### src/rtl/alu_flags_pkg.sv
// Shared encodings for the flag register: F bit positions, flag sources,
// branch conditions and the 16-bit carry-chain sequencer states.
package alu_flags_pkg;

  localparam int FLAG_Z = 3;
  localparam int FLAG_N = 2;
  localparam int FLAG_H = 1;
  localparam int FLAG_C = 0;

  typedef enum logic [1:0] {
    SRC_ALU = 2'd0,
    SRC_BUS = 2'd1,
    SRC_SCF = 2'd2,
    SRC_CCF = 2'd3
  } flag_src_e;

  typedef enum logic [1:0] {
    COND_NZ = 2'd0,
    COND_Z  = 2'd1,
    COND_NC = 2'd2,
    COND_C  = 2'd3
  } cond_e;

  typedef enum logic [1:0] {
    ST_IDLE = 2'd0,
    ST_LO   = 2'd1,
    ST_HI   = 2'd2
  } state_e;

endpackage

### src/rtl/alu_flags_cond.sv
// Branch condition evaluation from IR[4:3] against the registered flags.
module alu_flags_cond
  import alu_flags_pkg::*;
(
  input  logic [1:0] cond,
  input  logic [3:0] f,
  output logic       cond_true
);

  always_comb begin
    cond_true = 1'b0;
    case (cond_e'(cond))
      COND_NZ: cond_true = ~f[FLAG_Z];
      COND_Z:  cond_true =  f[FLAG_Z];
      COND_NC: cond_true = ~f[FLAG_C];
      COND_C:  cond_true =  f[FLAG_C];
      default: cond_true = 1'b0;
    endcase
  end

endmodule

### src/rtl/alu_flags.sv
// F register {Z,N,H,C}, ALU carry-in feedback and 16-bit add carry-chain
// sequencer. ALU_FLAGS_COND_EN enables branch-condition evaluation.
module alu_flags
  import alu_flags_pkg::*;
(
  input  logic       CLK,
  input  logic       nRESET,
  input  logic       alu_valid,
  input  logic       alu_z,
  input  logic       alu_h,
  input  logic       alu_c,
  input  logic       op_n,
  input  logic       carry_use,
  input  logic [3:0] upd_mask,
  input  logic [1:0] flag_src,
  input  logic [7:0] bus_in,
  input  logic       wide_start,
  input  logic       wide_kind,
  input  logic [1:0] cond,
  output logic       Temp_Z,
  output logic       Temp_N,
  output logic       Temp_H,
  output logic       Temp_C,
  output logic [7:0] f_out,
  output logic       carry_in,
  output logic       cond_true,
  output logic       busy
);

  state_e     state, state_nxt;
  logic [3:0] f, f_nxt, src;
  logic       kind, kind_nxt;
  logic       carry_link, link_nxt;

  always_ff @(posedge CLK or negedge nRESET) begin
    if (!nRESET) begin
      state      <= ST_IDLE;
      f          <= 4'h0;
      kind       <= 1'b0;
      carry_link <= 1'b0;
    end else begin
      state      <= state_nxt;
      f          <= f_nxt;
      kind       <= kind_nxt;
      carry_link <= link_nxt;
    end
  end

  // SCF/CCF never touch Z, so their Z source is the held value.
  always_comb begin
    src = f;
    case (flag_src_e'(flag_src))
      SRC_ALU: src = {alu_z, op_n, alu_h, alu_c};
      SRC_BUS: src = bus_in[7:4];
      SRC_SCF: src = {f[FLAG_Z], 1'b0, 1'b0, 1'b1};
      SRC_CCF: src = {f[FLAG_Z], 1'b0, 1'b0, ~f[FLAG_C]};
      default: src = f;
    endcase
  end

  always_comb begin
    state_nxt = state;
    f_nxt     = f;
    kind_nxt  = kind;
    link_nxt  = carry_link;
    carry_in  = 1'b0;
    case (state)
      ST_IDLE: begin
        carry_in = carry_use & f[FLAG_C];
        if (alu_valid) f_nxt = (f & ~upd_mask) | (src & upd_mask);
        if (wide_start) begin
          state_nxt = ST_LO;
          kind_nxt  = wide_kind;
        end
      end
      ST_LO: begin
        if (alu_valid) begin
          link_nxt = alu_c;
          if (kind) f_nxt = {1'b0, 1'b0, alu_h, alu_c};
          state_nxt = ST_HI;
        end
      end
      ST_HI: begin
        carry_in = carry_link;
        if (alu_valid) begin
          if (!kind) f_nxt = {f[FLAG_Z], 1'b0, alu_h, alu_c};
          state_nxt = ST_IDLE;
        end
      end
      default: state_nxt = ST_IDLE;
    endcase
  end

  assign Temp_Z = f[FLAG_Z];
  assign Temp_N = f[FLAG_N];
  assign Temp_H = f[FLAG_H];
  assign Temp_C = f[FLAG_C];
  assign f_out  = {f, 4'b0000};
  assign busy   = (state != ST_IDLE);

`ifdef ALU_FLAGS_COND_EN
  logic cond_raw;

  alu_flags_cond u_cond (
    .cond      (cond),
    .f         (f),
    .cond_true (cond_raw)
  );

  // F is zero in reset, which would make NZ read true; hold it low instead.
  assign cond_true = nRESET & cond_raw;
`else
  logic unused_cond;
  assign unused_cond = ^cond;
  assign cond_true   = 1'b0;
`endif

endmodule

### config.mk
export PLATFORM = sky130hd
export DESIGN_NAME = alu_flags
export DESIGN_NICKNAME = d
export VERILOG_FILES = /design/src/rtl/alu_flags_pkg.sv /design/src/rtl/alu_flags_cond.sv /design/src/rtl/alu_flags.sv
export SDC_FILE = /design/constraint.sdc
export NUM_CORES = 1
export LEC_CHECK = 0
export BUFFER_PORTS_ARGS = -buffer_cell sky130_fd_sc_hd__buf_2
export CORE_UTILIZATION = 41
export DETAILED_ROUTE_END_ITERATION = 12
export GPL_ROUTABILITY_DRIVEN = 0
export GPL_TIMING_DRIVEN = 0
export PLACE_DENSITY = 0.77
export SETUP_SLACK_MARGIN = 0.05
export SLEW_MARGIN = 20
export SYNTH_ARGS = -nofsm -noshare
export SYNTH_HDL_FRONTEND = slang
export SYNTH_SLANG_ARGS = --single-unit
export TNS_END_PERCENT = 100
### constraint.sdc
create_clock -name CLK -period 2.35 [get_ports CLK]
set_input_delay 0.235 -clock CLK [delete_from_list [all_inputs] [get_ports CLK]]
set_output_delay 0.235 -clock CLK [all_outputs]
set_load 0.01 [all_outputs]
==> report_table.html <==
<table>
<tr><th>Metric</th><th>Value</th></tr>
<tr><th colspan="2">STA</th></tr>
<tr><td>Final setup skew</td><td>0.000346 ns</td></tr>
<tr><td>Worst hold margin</td><td>0.201 ns</td></tr>
<tr><td>Final setup fails</td><td>0</td></tr>
<tr><td>Final hold viol count</td><td>0</td></tr>
<tr><td>Fraction of the cycle the final worst path needs</td><td>0.853</td></tr>
<tr><td>Max-slew violation count</td><td>0</td></tr>
<tr><td>Crit path time final</td><td>between 2 and 2.5 ns</td></tr>
<tr><td>Top achievable clock speed</td><td>0.499 GHz</td></tr>
<tr><td>Unrepaired setup endpoints after global routing</td><td>false</td></tr>
<tr><td>Summed negative setup slack over all endpoints</td><td>0 ns</td></tr>
<tr><th colspan="2">Synth</th></tr>
<tr><td>Flip-flop and latch count after synthesis</td><td>8</td></tr>
<tr><td>Adder-cell share of the synthesized area</td><td>0.0942</td></tr>
<tr><td>Count of flip-flops with a built-in enable after synthesis</td><td>0</td></tr>
<tr><td>Avg Synthesized Cell Area</td><td>9.10 sq um</td></tr>
<tr><td>Synth cell types</td><td>27</td></tr>
<tr><td>Dominant synthesized flop cell</td><td>dfrtp_1</td></tr>
<tr><td>Share of synthesized area occupied by flip-flops and latches</td><td>0.301</td></tr>
<tr><td>Synth Warn #</td><td>0</td></tr>
<tr><td>XOR/XNOR Fraction of Synth Area</td><td>0</td></tr>
<tr><td>Share of Yosys cell area claimed by the top area cell type</td><td>0.301</td></tr>
<tr><td>Share of synthesized area spent on multiplexers</td><td>0.130</td></tr>
<tr><td>Count of mapped cells out of synthesis</td><td>73</td></tr>
<tr><td>Top cells by area in the synthesized netlist</td><td>dfrtp_1 30%, buf_4 10%, ha_1 9.4%, mux2_2 8.5%, mux2i_1 4.5%</td></tr>
<tr><td>Area share of and/or/nand/nor cells after synthesis</td><td>0.169</td></tr>
<tr><td>Async SR Flop Fraction</td><td>1.00</td></tr>
<tr><td>Summed instance area of the synthesized netlist</td><td>664 sq um</td></tr>
<tr><td>Dominant combinational cell family by area after synthesis</td><td>compound AO/OA/AOI/OAI gates</td></tr>
<tr><td>Area leader, netlist</td><td>dfrtp_1</td></tr>
<tr><td>Compound-gate portion of the synthesized area</td><td>0.175</td></tr>
<tr><th colspan="2">Route</th></tr>
<tr><td>DRC violation total after the first TritonRoute iteration</td><td>11</td></tr>
<tr><td>Detailed-route vias per instance</td><td>5.15</td></tr>
<tr><td>Number of nets with antenna violations after routing</td><td>0</td></tr>
<tr><td>Number of optimization iterations in the first detailed-route pass</td><td>4</td></tr>
<tr><td>Highest layer used for signal routing</td><td>met4</td></tr>
<tr><td>DRC violation count after routing</td><td>0</td></tr>
<tr><td>Amount of wire on met3 after detailed routing</td><td>116 microns</td></tr>
<tr><td>Detailed Route WL</td><td>between 1.5 and 2 mm</td></tr>
<tr><td>Average wire length per cell after detail routing</td><td>between 10 and 15 microns</td></tr>
<tr><td>Vias</td><td>649</td></tr>
<tr><td>Post-Route M1 WL</td><td>668 microns</td></tr>
<tr><td>Routed length on met2</td><td>744 microns</td></tr>
<tr><th colspan="2">GRT</th></tr>
<tr><td>Total global-route track usage</td><td>0.202</td></tr>
<tr><td>Global-route wire length before repair</td><td>approximately 2.7 mm</td></tr>
<tr><td>Number of antenna violations at the first check in global routing</td><td>0</td></tr>
<tr><td>Pin count of the biggest net entering global routing</td><td>9</td></tr>
<tr><td>Remaining global-route overflow</td><td>0</td></tr>
<tr><td>Vias in the first global route</td><td>about 600</td></tr>
<tr><th colspan="2">Pwr</th></tr>
<tr><td>Part of the power in the clock network</td><td>0.116</td></tr>
<tr><td>Switching power share of the total</td><td>0.432</td></tr>
<tr><td>Cell internal power dissipation</td><td>562 uW</td></tr>
<tr><td>Worst vdd rail ir drop</td><td>between 0.0006 and 0.0007 V</td></tr>
<tr><td>Power density cells</td><td>1130 mW/mm^2</td></tr>
<tr><td>Switching component of the power</td><td>428 uW</td></tr>
<tr><td>Sequential share of power</td><td>0.262</td></tr>
<tr><td>Proportion of power drawn by combinational gates</td><td>0.622</td></tr>
<tr><td>Total power draw</td><td>989 uW</td></tr>
<tr><td>Cell leakage power</td><td>0.469 nW</td></tr>
<tr><th colspan="2">Worst setup path</th></tr>
<tr><td>Endpoint class of the critical path</td><td>flop</td></tr>
<tr><td>Sort of element at the start of the critical path</td><td>flop</td></tr>
<tr><td>Path type of the worst setup path</td><td>flop to flop</td></tr>
<tr><td>Max Fanout on Critical Path</td><td>6</td></tr>
<tr><td>Critical Path RT</td><td>between 2 and 3 ns</td></tr>
<tr><td>Signal arrival time at the worst endpoint</td><td>about 2.2 ns</td></tr>
<tr><th colspan="2">Outcome</th></tr>
<tr><td>Status</td><td>completed</td></tr>
<tr><th colspan="2">Clock network</th></tr>
<tr><td>Clock buffers created by TritonCTS</td><td>3</td></tr>
<tr><td>Clock tree from TritonCTS</td><td>done</td></tr>
<tr><td>Number of cells upsized or downsized after cts</td><td>0</td></tr>
<tr><td>Clock root buffer master</td><td>clkbuf_4</td></tr>
<tr><td>Clock slew seen by the registers of the worst setup and hold paths</td><td>0.06 ns</td></tr>
<tr><td>Total number of H-tree levels</td><td>1</td></tr>
<tr><td>Clock buffer depth</td><td>2</td></tr>
<tr><td>Clock latency at the later pin of the worst-skew pair</td><td>around 0.26 ns</td></tr>
<tr><td>Number of clock sinks</td><td>8</td></tr>
<tr><th colspan="2">Layout</th></tr>
<tr><td>Antenna cell count</td><td>0</td></tr>
<tr><td>Area growth from synthesis to final layout</td><td>32.0%</td></tr>
<tr><td>Ratio of cells with drive above 1 in the final layout</td><td>0.445</td></tr>
<tr><td>Final Net Count</td><td>143</td></tr>
<tr><th colspan="2">Floorplanning</th></tr>
<tr><td>Die Span Y</td><td>42.3 microns</td></tr>
<tr><td>Count of boundary I/O pins</td><td>41</td></tr>
<tr><td>Standard-cell rows</td><td>14</td></tr>
<tr><td>Floorplan die area</td><td>0.00179 sq mm</td></tr>
<tr><td>Initial core utilization</td><td>0.441</td></tr>
<tr><td>Core Area</td><td>approximately 0.0015 sq mm</td></tr>
<tr><td>Die width</td><td>42.3 microns</td></tr>
<tr><th colspan="2">Placement</th></tr>
<tr><td>Number of buffers inserted by port buffering</td><td>29</td></tr>
<tr><td>Placed wire-length estimate after detailed placement</td><td>1.23 mm</td></tr>
<tr><th colspan="2">Min path</th></tr>
<tr><td>Type of the most critical hold path</td><td>primary input to flop</td></tr>
<tr><th colspan="2">Run</th></tr>
<tr><td>Count of max-cap constraint violations</td><td>0</td></tr>
</table>
## metrics by stage
step	area [sq um]	util	setup slack [ns]	std cells
floorplan	679	-	0.508	77
CTS	877	0.582	0.343	126
finish	877	0.582	0.345	126
detailed placement	845	0.561	0.361	122
global placement	845	0.561	0.394	122
global route	877	0.582	0.282	126
## routing by layer
| layer | global-route usage | vias up |
|---|---|---|
| met1 | 0.260 | 292 |
| met4 | 0.106 | 0 |
| met5 | 0 | - |
| met2 | 0.311 | 32 |
| li1 | - | 319 |
| met3 | 0.0474 | 6 |
## synth_stat cells, drive strengths merged, types with 2 or more instances
cell type,n
o21ai,6
inv,3
o211ai,2
mux2i,3
dfrtp,8
mux2,5
nor2,6
ha,5
nand3,2
a21oi,5
buf,9
nand2,5
nand2b,2
## critical path, stage by stage, from the launching register on
cell and delay (ns):
dfrtp_1 0.43, inv_1 0.09, ha_1 0.27, nand2b_4 0.18
or3b_4 0.42, a21oi_1 0.16, mux2_2 0.35
## worst paths after layout
kind,from,to,slack (ns),cells after the start
max,state[0],flop,0.35,6
min,wide_kind,kind,0.20,2
max reg2reg,state[0],flop,0.35,6
min reg2reg,carry_link,carry_link,0.51,1
max in group asynchronous,nRESET,state[1],1.82,2
min in group asynchronous,nRESET,f[2],0.35,2
## area by class of cell
class                      instances  area [sq um]
tap                               16          20.0
multi-input combinational         56           397
buffer                            10          71.3
clock buffer                       3          22.5
timing repair buffer              30           155
sequential                         8           200
fill                             139           629
inverter                           3          11.3
## cells in the final DEF (no fill, tap or decap), types with 2 or more instances in the layout
master / netlist / final
ha_1: 5 / 5
inv_1: 3 / 3
o211ai_1: 2 / 2
nor2_1: 6 / 6
o21ai_0: 5 / 5
mux2_2: 5 / 5
conb_1: 1 / 5
nand3_1: 2 / 2
a21oi_1: 5 / 5
dfrtp_1: 8 / 8
buf_4: 9 / 9
clkbuf_4: 0 / 3
buf_2: 0 / 29
nand2_1: 5 / 5
mux2i_1: 3 / 3
## repair_timing
item	in CTS	in global routing
hold endpoints to repair	8	0
hold buffers	1	0
buffers inserted	0	0
endpoints found under the setup margin	0	0
## power groups by stage
| stage | logic (mW) | registers (mW) | clock network, mW |
|---|---|---|---|
| finish | 0.615 | 0.260 | 0.114 |
| global route | 0.679 | 0.270 | 0.121 |
| CTS | 0.613 | 0.259 | 0.116 |
| detailed placement | 0.606 | 0.262 | 0 |
| global placement | 0.587 | 0.256 | 0 |
| floorplan | 0.433 | 0.259 | 0 |
## cell families (layout without fill, tap and decap cells)
kind of cell	after synthesis	in the layout
and+or+nand+nor	20	20
AOI/OAI and AO/OA	18	18
buffers and inverters	13	46
muxes	8	8
DFF	8	8
adders and majority gates	5	5
other	1	5
Note: power is estimated with default switching activity, not from simulation.
